<file path="config.mk">
export PLATFORM = sky130hd
export DESIGN_NAME = layer3_argmax_flat
export DESIGN_NICKNAME = d
export VERILOG_FILES = /design/src/rtl/layer3_argmax_if.sv /design/src/rtl/layer3_argmax.sv /design/src/flat_wrapper.sv
export SDC_FILE = /design/constraint.sdc
export NUM_CORES = 1
export LEC_CHECK = 0
export CORE_ASPECT_RATIO = 1.5
export CORE_MARGIN = 3
export CORE_UTILIZATION = 42
export CTS_CLUSTER_SIZE = 20
export DETAILED_ROUTE_END_ITERATION = 8
export GPL_TIMING_DRIVEN = 0
export PLACE_DENSITY = 0.66
export SLEW_MARGIN = 40
export SYNTH_ARGS = -nofsm -noshare
export SYNTH_HDL_FRONTEND = slang
export SYNTH_SLANG_ARGS = --single-unit
</file>
<file path="constraint.sdc">
create_clock -name clk -period 11.2 [get_ports clk]
set_input_delay 2.24 -clock clk [delete_from_list [all_inputs] [get_ports clk]]
set_output_delay 2.24 -clock clk [all_outputs]
set_load 0.1 [all_outputs]
</file>
<file path="src/rtl/layer3_argmax_if.sv">
// Request/result bundle between the layer-3 argmax classifier and its controller/consumer.
// The master drives start, nodes and out_ready; the classifier (slave) returns status and result.
interface layer3_argmax_if #(
  parameter int unsigned NUM_NODES = 10,
  parameter int unsigned DATA_W    = 24,
  parameter int unsigned IDX_W     = 4
);
  logic                        start;
  logic [NUM_NODES*DATA_W-1:0] nodes_flat;
  logic                        busy;
  logic                        out_valid;
  logic                        out_ready;
  logic [IDX_W-1:0]            class_idx;
  logic [7:0]                  class_score;

  modport master (
    output start, nodes_flat, out_ready,
    input  busy, out_valid, class_idx, class_score
  );

  modport slave (
    input  start, nodes_flat, out_ready,
    output busy, out_valid, class_idx, class_score
  );
endinterface

</file>
<file path="src/rtl/layer3_argmax.sv">
// Layer-3 output classifier: waits for the neuron bank to settle, snapshots all node outputs,
// scans them one per cycle for the largest value and hands back index/score via valid/ready.
module layer3_argmax #(
  parameter int unsigned NUM_NODES = 10,
  parameter int unsigned DATA_W    = 24,
  parameter int unsigned IDX_W     = 4,
  parameter int unsigned SETTLE    = 3
) (
  input logic             clk,
  input logic             reset,
  layer3_argmax_if.slave  bus
);

  localparam int unsigned CntW = (SETTLE > 1) ? $clog2(SETTLE) : 1;

  typedef enum logic [1:0] {StIdle, StWait, StScan, StDone} state_e;

  state_e              r_state;
  logic [CntW-1:0]     r_settle_cnt;
  logic [DATA_W-1:0]   r_snap [NUM_NODES];
  logic [DATA_W-1:0]   r_best_val;
  logic [IDX_W-1:0]    r_best_idx;
  logic [IDX_W-1:0]    r_scan_idx;
  logic [IDX_W-1:0]    r_class_idx;
  logic [7:0]          r_class_score;
  logic                r_busy;
  logic                r_out_valid;

  logic [DATA_W-1:0]   w_cand;
  logic                w_take;
  logic [DATA_W-1:0]   w_next_val;
  logic [IDX_W-1:0]    w_next_idx;
  logic                w_last;
  logic                w_settled;

  // Strict compare keeps the lowest index on ties.
  always_comb begin
    w_cand     = r_snap[r_scan_idx];
    w_take     = (w_cand > r_best_val);
    w_next_val = w_take ? w_cand : r_best_val;
    w_next_idx = w_take ? r_scan_idx : r_best_idx;
    w_last     = (r_scan_idx == IDX_W'(NUM_NODES - 1));
    w_settled  = (r_settle_cnt == CntW'(SETTLE - 1));
  end

  always_ff @(posedge clk) begin
    if (reset) begin
      r_state       <= StIdle;
      r_settle_cnt  <= '0;
      r_best_val    <= '0;
      r_best_idx    <= '0;
      r_scan_idx    <= '0;
      r_class_idx   <= '0;
      r_class_score <= '0;
      r_busy        <= 1'b0;
      r_out_valid   <= 1'b0;
      for (int k = 0; k < int'(NUM_NODES); k++) begin
        r_snap[k] <= '0;
      end
    end else begin
      unique case (r_state)
        StIdle: begin
          if (bus.start) begin
            r_state      <= StWait;
            r_settle_cnt <= '0;
            r_busy       <= 1'b1;
          end
        end
        StWait: begin
          if (w_settled) begin
            for (int k = 0; k < int'(NUM_NODES); k++) begin
              r_snap[k] <= bus.nodes_flat[k*DATA_W +: DATA_W];
            end
            r_best_val <= bus.nodes_flat[0 +: DATA_W];
            r_best_idx <= '0;
            r_scan_idx <= IDX_W'(1);
            r_state    <= StScan;
          end else begin
            r_settle_cnt <= r_settle_cnt + CntW'(1);
          end
        end
        StScan: begin
          r_best_val <= w_next_val;
          r_best_idx <= w_next_idx;
          r_scan_idx <= r_scan_idx + IDX_W'(1);
          if (w_last) begin
            r_class_idx   <= w_next_idx;
            r_class_score <= w_next_val[7:0];
            r_busy        <= 1'b0;
            r_out_valid   <= 1'b1;
            r_state       <= StDone;
          end
        end
        StDone: begin
          if (bus.out_ready) begin
            r_out_valid <= 1'b0;
            r_state     <= StIdle;
          end
        end
      endcase
    end
  end

  assign bus.busy        = r_busy;
  assign bus.out_valid   = r_out_valid;
  assign bus.class_idx   = r_class_idx;
  assign bus.class_score = r_class_score;

endmodule

</file>
<file path="src/flat_wrapper.sv">
// flat-port wrapper written by rule: the top's interface ports become plain ports
module layer3_argmax_flat 
#(
  parameter int unsigned NUM_NODES = 10,
  parameter int unsigned DATA_W    = 24,
  parameter int unsigned IDX_W     = 4,
  parameter int unsigned SETTLE    = 3
)
  (clk, reset, bus_start, bus_nodes_flat, bus_out_ready, bus_busy, bus_out_valid, bus_class_idx, bus_class_score);
  layer3_argmax_if #(.NUM_NODES(NUM_NODES), .DATA_W(DATA_W), .IDX_W(IDX_W)) bus_i ();
  input logic clk;
  input logic reset;
  input wire logic [$bits(bus_i.start)-1:0] bus_start;
  input wire logic [$bits(bus_i.nodes_flat)-1:0] bus_nodes_flat;
  input wire logic [$bits(bus_i.out_ready)-1:0] bus_out_ready;
  output wire logic [$bits(bus_i.busy)-1:0] bus_busy;
  output wire logic [$bits(bus_i.out_valid)-1:0] bus_out_valid;
  output wire logic [$bits(bus_i.class_idx)-1:0] bus_class_idx;
  output wire logic [$bits(bus_i.class_score)-1:0] bus_class_score;
  assign bus_i.start = bus_start;
  assign bus_i.nodes_flat = bus_nodes_flat;
  assign bus_i.out_ready = bus_out_ready;
  assign bus_busy = bus_i.busy;
  assign bus_out_valid = bus_i.out_valid;
  assign bus_class_idx = bus_i.class_idx;
  assign bus_class_score = bus_i.class_score;
  layer3_argmax #(.NUM_NODES(NUM_NODES), .DATA_W(DATA_W), .IDX_W(IDX_W), .SETTLE(SETTLE)) u_core (.clk(clk), .reset(reset), .bus(bus_i));
endmodule
</file>
==> flow_metrics.env <==
export IMPL_grt_pass1_wl_um=56200
export IMPL_switchingPower_mw=0.962
export IMPL_drive_gt1_frac=0.119
export IMPL_num_nets_final=1625
export IMPL_status="completed"
export IMPL_synth_top_area_cell="edfxtp_1"
export IMPL_cts_sinks=294
export IMPL_ir_drop_mv=0.111
export IMPL_num_rows=80
export IMPL_dieArea_um2=35300
export IMPL_detailed_place_hpwl_um=28900
export IMPL_cp_arrival_ps=4890
export IMPL_ys_flop_type="edfxtp_1"
export IMPL_final_core_util=0.559
export IMPL_clkPwrFrac=0.313
export IMPL_final_setup_tns_ps=0
export IMPL_place_inst=1729
export IMPL_drt_total_wl_um=37200
export IMPL_tritoncts="built"
export IMPL_cts_reportedPaths_clkPinSlew_ps=70
export IMPL_gp_congestion=0.897
export IMPL_vias=9280
export IMPL_cp_max_fo=10
export IMPL_regToRegSetupSlack_ps=6750
export IMPL_die_width_um=154
export IMPL_comb_power_share=0.282
export IMPL_synth_area_leaders="edfxtp_1 52%, and2_1 11%, dfxtp_1 7.8%"
export IMPL_overflow=0
export IMPL_ys_warn_count=0
export IMPL_grt_pass1_vias=9750
export IMPL_cts_setup_buffers=0
export IMPL_start_kind="register"
export IMPL_final_area_um2=18000
export IMPL_first_pass_iters=5
export IMPL_pwr_density_cell_nw_per_um2=178
export IMPL_yosys_cell_types_count=45
export IMPL_syn_nets=1332
export IMPL_ctsHtreeMaxLevel=1
export IMPL_drcViolationCount=0
export IMPL_max_freq_mhz=225
export IMPL_hold_class="register to register"
export IMPL_cts_buffers_inserted=29
export IMPL_seqPwrFrac=0.405
export IMPL_sw_frac_of_total=0.301
export IMPL_synth_seq_area_share=0.598
export IMPL_min_period_ps=4450
export IMPL_netlist_area_um2=13900
export IMPL_stdcell_count=1786
export IMPL_dp_slack_ps=6540
export IMPL_areaGrowthSynthToFinish_pct=29.7
export IMPL_synth_common_cells="242 x and2_1, 240 x edfxtp_1, 55 x nor2_1"
export IMPL_fin_skew_ps=33.8
export IMPL_ant_nets=0
export IMPL_synth_area_per_cell_um2=13.1
export IMPL_synth_cells=1057
export IMPL_critPathCapture="u_core.r_best_val[21]"
export IMPL_netlist_area_leader_share=0.520
export IMPL_crit_cells=13
export IMPL_crit_family="compound AO/OA/AOI/OAI gates"
export IMPL_drv_slew=0
export IMPL_holdBufCountCts=0
export IMPL_post_route_period_util=0.397
export IMPL_power_mw=3.19
export IMPL_clockBufferDepth=3
export IMPL_crit_type="register to register"
export IMPL_ys_ff_latch=294
export IMPL_track_usage=0.208
export IMPL_synth_edf_count=240
export IMPL_tightest_slew_ps=841
export IMPL_hold_violations=0
export IMPL_grt_max_degree=45
export IMPL_crit_chain="buf_2 > clkbuf_1 > mux4_2 > a211oi_1 > a21oi_1 > ha_1 > nand4_2 > nor4_4 > o31ai_2 > a211oi_4 > nand2_4 > buf_6 > o221a_1"
export IMPL_clock_latency_ps=580
export IMPL_critPathBufInv=3
export IMPL_cts_root_buf="clkbuf_16"
export IMPL_start_util=0.431
export IMPL_synthMostInstantiatedCell="and2_1"
export IMPL_antenna_found_initial=3
export IMPL_final_setup_worst_slack_ps=6750
export IMPL_fp_coreArea_um2=32100
export IMPL_power_internal_mw=2.23
export IMPL_die_y_um=229
export IMPL_drtIter0Drc=544
export IMPL_setup_violations_final=0
export IMPL_cp_end_kind="register"
export IMPL_portBuffers=256
export IMPL_r2r_cells=13
export IMPL_total_leakage_power_nw=6.51
export IMPL_rsz0062_at_grt="no"
export IMPL_wl_per_cell_um=20.8
export IMPL_viasPerCell=5.20
export IMPL_place_area_um2=17000
export IMPL_critical_path_slowest_cell="a211oi_4"
export IMPL_async_flop_share=0
export IMPL_whs_ps=461
export IMPL_cts_resized=0
export IMPL_num_io_pins=258
export IMPL_r2r_end="u_core.r_best_val[21]"
export IMPL_maxCapViolations=0
export IMPL_slowest_delay_ps=540
export IMPL_crit_required_ps=11640
export IMPL_maxSlewHeadroom=0.439
==> sequential cells by signal, summed over array words and instances, names as in the netlist, named ones only <==
signal / cells
u_core.bus.class_idx: 4
u_core.r_state: 2
u_core.r_scan_idx: 4
u_core.bus.busy: 1
u_core.bus.class_score: 8
u_core.r_best_idx: 4
u_core.r_snap: 240
u_core.bus.out_valid: 1
u_core.r_settle_cnt: 2
u_core.r_best_val: 24
==> area by class of cell <==
class / count / area [µm²]
Multi-Input combinational cell: 664 / 5160
Clock buffer: 32 / 737
Buffer: 70 / 312
Sequential cell: 294 / 8290
Antenna cell: 3 / 7.51
Tap cell: 410 / 513
Inverter: 29 / 109
Fill cell: 2676 / 14200
Timing Repair Buffer: 262 / 2610
Clock inverter: 22 / 234
==> worst min-delay path by stage <==
stage	slack, ps	end	from	cells after the start
after global placement	450	u_core.bus.class_idx[2]	u_core.bus.class_idx[2]	2
after global routing	500	u_core.bus.class_idx[2]	u_core.bus.class_idx[2]	2
after detailed placement	450	u_core.bus.class_idx[2]	u_core.bus.class_idx[2]	2
after CTS	460	u_core.bus.class_idx[2]	u_core.bus.class_idx[2]	2
after floorplan	450	u_core.bus.class_idx[2]	u_core.r_best_idx[2]	2
final	460	u_core.bus.class_idx[2]	u_core.bus.class_idx[2]	2
==> tightest hold or removal path, stage by stage (launching register included) <==
cell and delay, ps:
dfxtp_1 310, nand2_1 50, a21oi_1 50
==> power groups by stage <==
stage          logic, mW  registers [mW]  clock network, mW
2_1_floorplan      0.615            1.33                  0
3_3_place_gp       0.886            1.33                  0
3_5_place_dp       0.906            1.32                  0
4_1_cts            0.910            1.29               1.01
5_1_grt            0.984            1.30               1.06
6_report           0.900            1.29              0.998
==> cells by family (layout without fill, tap and decap cells) <==
family / count (synthesis) / count (layout) / synth area share
AOI/OAI and AO/OA: 144 / 144 / 0.0744
and+or+nand+nor: 413 / 413 / 0.171
adders and majority gates: 31 / 31 / 0.0280
other: 0 / 3 / 0
DFF: 294 / 294 / 0.598
buffers and inverters: 99 / 415 / 0.0303
muxes: 76 / 76 / 0.0989
==> layout by cell type, fill, tap and decap left out, types with 13 or more instances in the layout <==
| cell type | n |
|---|---|
| clkdlybuf4s50_1 | 242 |
| a22oi_1 | 19 |
| clkbuf_16 | 29 |
| dfxtp_1 | 54 |
| nor2_1 | 54 |
| buf_2 | 23 |
| a21oi_1 | 51 |
| clkbuf_1 | 53 |
| a211oi_1 | 20 |
| inv_1 | 29 |
| nand2_1 | 45 |
| nand2b_1 | 13 |
| mux2i_1 | 20 |
| ha_1 | 31 |
| nor2b_1 | 19 |
| edfxtp_1 | 240 |
| mux4_2 | 48 |
| and2_1 | 242 |
==> per-layer routing <==
| layer | global-route usage | up-vias | part of all wire |
|---|---|---|---|
| met4 | 0.0638 | 0 | 0.024 |
| met2 | 0.393 | 253 | 0.56 |
| li1 | - | 4433 | - |
| met3 | 0.0260 | 46 | 0.044 |
| met1 | 0.244 | 4548 | 0.37 |
| met5 | 0 | - | 0 |
Note: power is estimated with default switching activity, not from simulation.
